==> src/rtl/vga_timing_ctrl.sv <==
`timescale 1ns/1ps
`default_nettype none
// ============================================================================
// vga_timing_ctrl : VGA raster timing, pixel coordinate publish, latency-matched
//                   sync/colour pin stage.                         Rev 1.0
// ============================================================================
module vga_timing_ctrl #(
   parameter int H_ACTIVE = 640,
   parameter int H_FP     = 16,
   parameter int H_SYNC   = 96,
   parameter int H_BP     = 48,
   parameter int V_ACTIVE = 480,
   parameter int V_FP     = 10,
   parameter int V_SYNC   = 2,
   parameter int V_BP     = 33,
   parameter int PIX_LAT  = 1,
   parameter bit SYNC_POL = 1'b0
) (
   input  logic        vga_clk,
   input  logic        vga_rst,
   output logic [9:0]  x_pos,
   output logic [9:0]  y_pos,
   output logic        active,
   output logic        frame_start,
   input  logic [11:0] pixel_data,
   output logic [3:0]  vga_r,
   output logic [3:0]  vga_g,
   output logic [3:0]  vga_b,
   output logic        vga_hs,
   output logic        vga_vs
);
   localparam int         C_H_TOTAL = H_ACTIVE + H_FP + H_SYNC + H_BP;
   localparam int         C_V_TOTAL = V_ACTIVE + V_FP + V_SYNC + V_BP;
   localparam logic [9:0] C_H_LAST  = 10'(C_H_TOTAL - 1);
   localparam logic [9:0] C_V_LAST  = 10'(C_V_TOTAL - 1);
   localparam logic [9:0] C_H_ACT   = 10'(H_ACTIVE);
   localparam logic [9:0] C_V_ACT   = 10'(V_ACTIVE);
   localparam logic [9:0] C_HS_BEG  = 10'(H_ACTIVE + H_FP);
   localparam logic [9:0] C_HS_END  = 10'(H_ACTIVE + H_FP + H_SYNC);
   localparam logic [9:0] C_VS_BEG  = 10'(V_ACTIVE + V_FP);
   localparam logic [9:0] C_VS_END  = 10'(V_ACTIVE + V_FP + V_SYNC);

   logic [9:0] r_h_cnt;
   logic [9:0] r_v_cnt;
   logic       w_hs_raw;
   logic       w_vs_raw;
   logic       w_hs_d;
   logic       w_vs_d;
   logic       w_de_d;

   always_ff @(posedge vga_clk or posedge vga_rst) begin
      if (vga_rst) begin
         r_h_cnt <= 10'd0;
         r_v_cnt <= 10'd0;
      end else if (r_h_cnt == C_H_LAST) begin
         r_h_cnt <= 10'd0;
         r_v_cnt <= (r_v_cnt == C_V_LAST) ? 10'd0 : r_v_cnt + 10'd1;
      end else begin
         r_h_cnt <= r_h_cnt + 10'd1;
      end
   end

   assign active      = (r_h_cnt < C_H_ACT) && (r_v_cnt < C_V_ACT);
   assign frame_start = (r_h_cnt == 10'd0) && (r_v_cnt == 10'd0);
   assign x_pos       = active ? r_h_cnt : 10'd0;
   assign y_pos       = active ? r_v_cnt : 10'd0;
   assign w_hs_raw    = (r_h_cnt >= C_HS_BEG) && (r_h_cnt < C_HS_END);
   assign w_vs_raw    = (r_v_cnt >= C_VS_BEG) && (r_v_cnt < C_VS_END);

   // Stages carry "sync asserted" flags, so the idle reset value is 0 for any polarity.
   generate
      if (PIX_LAT == 0) begin : g_no_lat
         assign w_hs_d = w_hs_raw;
         assign w_vs_d = w_vs_raw;
         assign w_de_d = active;
      end else begin : g_lat
         logic [PIX_LAT-1:0] r_hs_sr;
         logic [PIX_LAT-1:0] r_vs_sr;
         logic [PIX_LAT-1:0] r_de_sr;

         always_ff @(posedge vga_clk or posedge vga_rst) begin
            if (vga_rst) begin
               r_hs_sr <= '0;
               r_vs_sr <= '0;
               r_de_sr <= '0;
            end else begin
               for (int i = PIX_LAT - 1; i > 0; i--) begin
                  r_hs_sr[i] <= r_hs_sr[i-1];
                  r_vs_sr[i] <= r_vs_sr[i-1];
                  r_de_sr[i] <= r_de_sr[i-1];
               end
               r_hs_sr[0] <= w_hs_raw;
               r_vs_sr[0] <= w_vs_raw;
               r_de_sr[0] <= active;
            end
         end

         assign w_hs_d = r_hs_sr[PIX_LAT-1];
         assign w_vs_d = r_vs_sr[PIX_LAT-1];
         assign w_de_d = r_de_sr[PIX_LAT-1];
      end
   endgenerate

   always_ff @(posedge vga_clk or posedge vga_rst) begin
      if (vga_rst) begin
         vga_r  <= 4'h0;
         vga_g  <= 4'h0;
         vga_b  <= 4'h0;
         vga_hs <= ~SYNC_POL;
         vga_vs <= ~SYNC_POL;
      end else begin
         vga_hs <= w_hs_d ? SYNC_POL : ~SYNC_POL;
         vga_vs <= w_vs_d ? SYNC_POL : ~SYNC_POL;
         {vga_b, vga_g, vga_r} <= w_de_d ? pixel_data : 12'h000;
      end
   end
endmodule
`default_nettype wire
==> config.mk <==
export PLATFORM = sky130hd
export DESIGN_NAME = vga_timing_ctrl
export DESIGN_NICKNAME = d
export VERILOG_FILES = /design/src/rtl/vga_timing_ctrl.sv
export SDC_FILE = /design/constraint.sdc
export NUM_CORES = 1
export LEC_CHECK = 0
export BUFFER_PORTS_ARGS = -buffer_cell sky130_fd_sc_hd__buf_2
export CAP_MARGIN = 20
export CORE_AREA = 2 2 66 68
export CTS_CLUSTER_DIAMETER = 120
export CTS_CLUSTER_SIZE = 25
export DETAILED_ROUTE_END_ITERATION = 7
export DIE_AREA = 0 0 68 70
export PLACE_DENSITY_LB_ADDON = 0.08
export SLEW_MARGIN = 30
export SYNTH_ARGS = -nofsm -noshare
export SYNTH_HDL_FRONTEND = slang
export SYNTH_SLANG_ARGS = --single-unit
==> constraint.sdc <==
create_clock -name vga_clk -period 4.3 [get_ports vga_clk]
set_input_delay 0.43 -clock vga_clk [delete_from_list [all_inputs] [get_ports vga_clk]]
set_output_delay 0.43 -clock vga_clk [all_outputs]
set_load 0.02 [all_outputs]
==> metrics.txt <==
outcome=finished clean; Critical Path Slowest Stage Cell=nor3_2; worst path bufs/invs=1; CP max FO=15; crit path kind=reg -> out; commonest non-fill, non-tap cell in the layout=buf_2; CP peak stage delay=600 ps; clock slew at reported path FFs=70 ps; CTS Buf Count=5; Die Y=about 70 um; Area Growth Syn to Fin=20.3%; Worst IR Drop VDD=0.000158 V; Max Clk Rate=398 MHz; final setup violation count=0; Via Count=between 1k and 1.5k; # resized after CTS=0; GPL Wtd Cong=0.838; CTS tree=built; synthesized area=between 1500 and 2000 um^2; CTS root buffer=clkbuf_8; #FFs+latches synth=37; Final min period=2520 ps; initial core utilization=0.425; fin crit share=0.585; Slew headroom=0.544; port bufs=48; clock latency at the later pin of the worst-skew pair=290 ps; area of the multi-input gates=around 740 um^2; cts hold-fix bufs=0; Routed met3 length=307 um; Layout Nets=236; Slew Limit Fails=0; Vias/cell=4.95; synthesized area per cell=10.3 um^2; initial DRC count=40; Startpoint Class=register; initial antenna violation count=0; Max-Cap Viols=0; HP Class=in -> async; sequential fraction of the synthesis area=0.528; Yosys Warn Count=0; vias in the first global route=between 1k and 1.5k; DRC=0; CORE AREA=4140 um^2; hold slack final=around 240 ps; Fill cells=402; TNS Setup=0 ps; post-synthesis cell type count=37; worst endpoint required time=3870 ps; crit end category=output pin; fin worst setup slack=1780 ps; drt wl/cell=13.3 um; router iterations before antenna repair=4; Overflow after GRT=0; delay-heaviest family, CP=simple AND/OR/NAND/NOR gates; max layer used=met4; Place WS=2040 ps; critical-path cell list=and4_1, nor3_2, and2_2, buf_2; pwr/cell area=297 nW/um^2; WL met1=1.61 mm; Reg2Reg Depth=5; largest net degree at the start of global routing=38; remaining antenna violation count=0; H-tree Lvls=2; die width=68 um; I/O Pins=50; clock sinks=37; all-layer global routing usage=0.176; Max Clock Skew=4.29 ps; final WL=3.59 mm; total area of sequential cells=928 um^2; RR Startpoint=r_h_cnt[6]; antenna fix cells=0; most frequent cells in the layout=48 x buf_2, 35 x dfrtp_1, 24 x and2_1, 10 x nand2_1, 10 x inv_1; syn nets=189; Leak Pwr=1.02 nW; layout cells sized above 1=0.303; RR Endpoint=r_v_cnt[4]; r2r setup slk=about 2100 ps; Met2 Wirelength=1.60 mm; CTS max path bufs=2; first-pass GRT wire length=6.34 mm; post-CTS setup buffer count=0; hpwl dp=2.61 mm; # rows=24; WP data arrival=about 2100 ps; worst slew pin tran=679 ps; die area=between 4000 and 5000 um^2; Hold Violations, Final=0; Syn Inst Count=about 170; RSZ-0062 raised after global routing=no
==> cells in the mapped netlist <==
library cell  count  share of area
dfrtp_1          35           0.50
and2_1           24          0.085
inv_1            10          0.021
nand2_1          10          0.021
nor2_1            9          0.019
nor4_1            9          0.032
nand3_1           8          0.023
nand4_1           7          0.025
xnor2_1           7          0.035
clkbuf_1          5          0.011
nor3_1            5          0.014
xor2_1            5          0.025
ha_1              4          0.028
o21ai_0           3         0.0085
a211oi_1          2         0.0085
a21oi_1           2         0.0057
and2_2            2         0.0085
and4_1            2          0.010
buf_4             2         0.0085
dfstp_2           2          0.030
or3_4             2          0.013
a31oi_1           1         0.0036
and3_1            1         0.0036
and3_2            1         0.0043
and4_2            1         0.0057
buf_2             1         0.0028
buf_6             1         0.0064
clkbuf_2          1         0.0028
conb_1            1         0.0021
mux2_2            1         0.0064
mux2i_1           1         0.0057
nand3b_1          1         0.0043
nor4b_1           1         0.0050
nor4bb_1          1         0.0057
o21a_1            1         0.0043
o22ai_1           1         0.0036
or3_1             1         0.0036
==> metal layers <==
layer / vias to the layer above / track usage
li1: 673 / -
met1: 612 / 0.226
met2: 44 / 0.266
met3: 7 / 0.0548
met4: 0 / 0.0800
met5: - / 0
==> stage by stage <==
stage	power [mW]	util	cells	instance area [um^2]
2_1_floorplan	0.380	-	171	1760
3_3_place_gp	0.392	0.489	263	2020
3_5_place_dp	0.393	0.490	263	2030
4_1_cts	0.638	0.511	270	2120
5_1_grt	0.653	0.511	270	2120
6_report	0.627	0.511	270	2120
==> worst register-to-register path, stage by stage (launching register included) <==
cell and delay [ps]:
dfrtp_1 440, or3_4 410, nor3_1 580, buf_4 260, nand4_1 100, mux2_2 290
==> cell type report <==
cell class,count,share of cell area
clock buffers,7,0.0408
inverters,10,0.0177
multi-input cells,114,0.351
flip-flops and latches,37,0.439
well taps,52,0.0308
repair buffers,50,0.121
==> registers in the layout, indices dropped and copies added, names as in the netlist, 4 cells and up <==
signal	count
r_h_cnt	10
r_v_cnt	10
vga_b	4
vga_g	4
vga_r	4
==> worst max-delay path by stage <==
stage,slack [ps],depth (start not counted),from,to
floorplan,2100,5,r_v_cnt[5],x_pos[7]
global placement,1710,4,r_v_cnt[5],x_pos[6]
detailed placement,2040,4,r_v_cnt[5],x_pos[6]
CTS,1720,4,r_v_cnt[5],x_pos[6]
global route,1530,4,r_v_cnt[5],y_pos[3]
finish,1780,4,r_v_cnt[5],x_pos[6]
==> cell families after synthesis <==
| group | after synthesis | synth area share |
|---|---|---|
| flops | 37 | 0.528 |
| xor+xnor | 12 | 0.0597 |
| mux | 2 | 0.0121 |
| simple gates | 85 | 0.283 |
| fa+ha+maj | 4 | 0.0285 |
| other cells | 1 | 0.00213 |
| buf+inv | 20 | 0.0526 |
| compound gates | 10 | 0.0341 |
==> where the power goes <==
part	switching [mW]	total [mW]	internal, mW
Combinational	0.0195	0.0310	0.0115
Clock	0.115	0.242	0.127
Sequential	0.00111	0.355	0.354
Total	0.135	0.627	0.492
(Power assumes the default switching activity.)
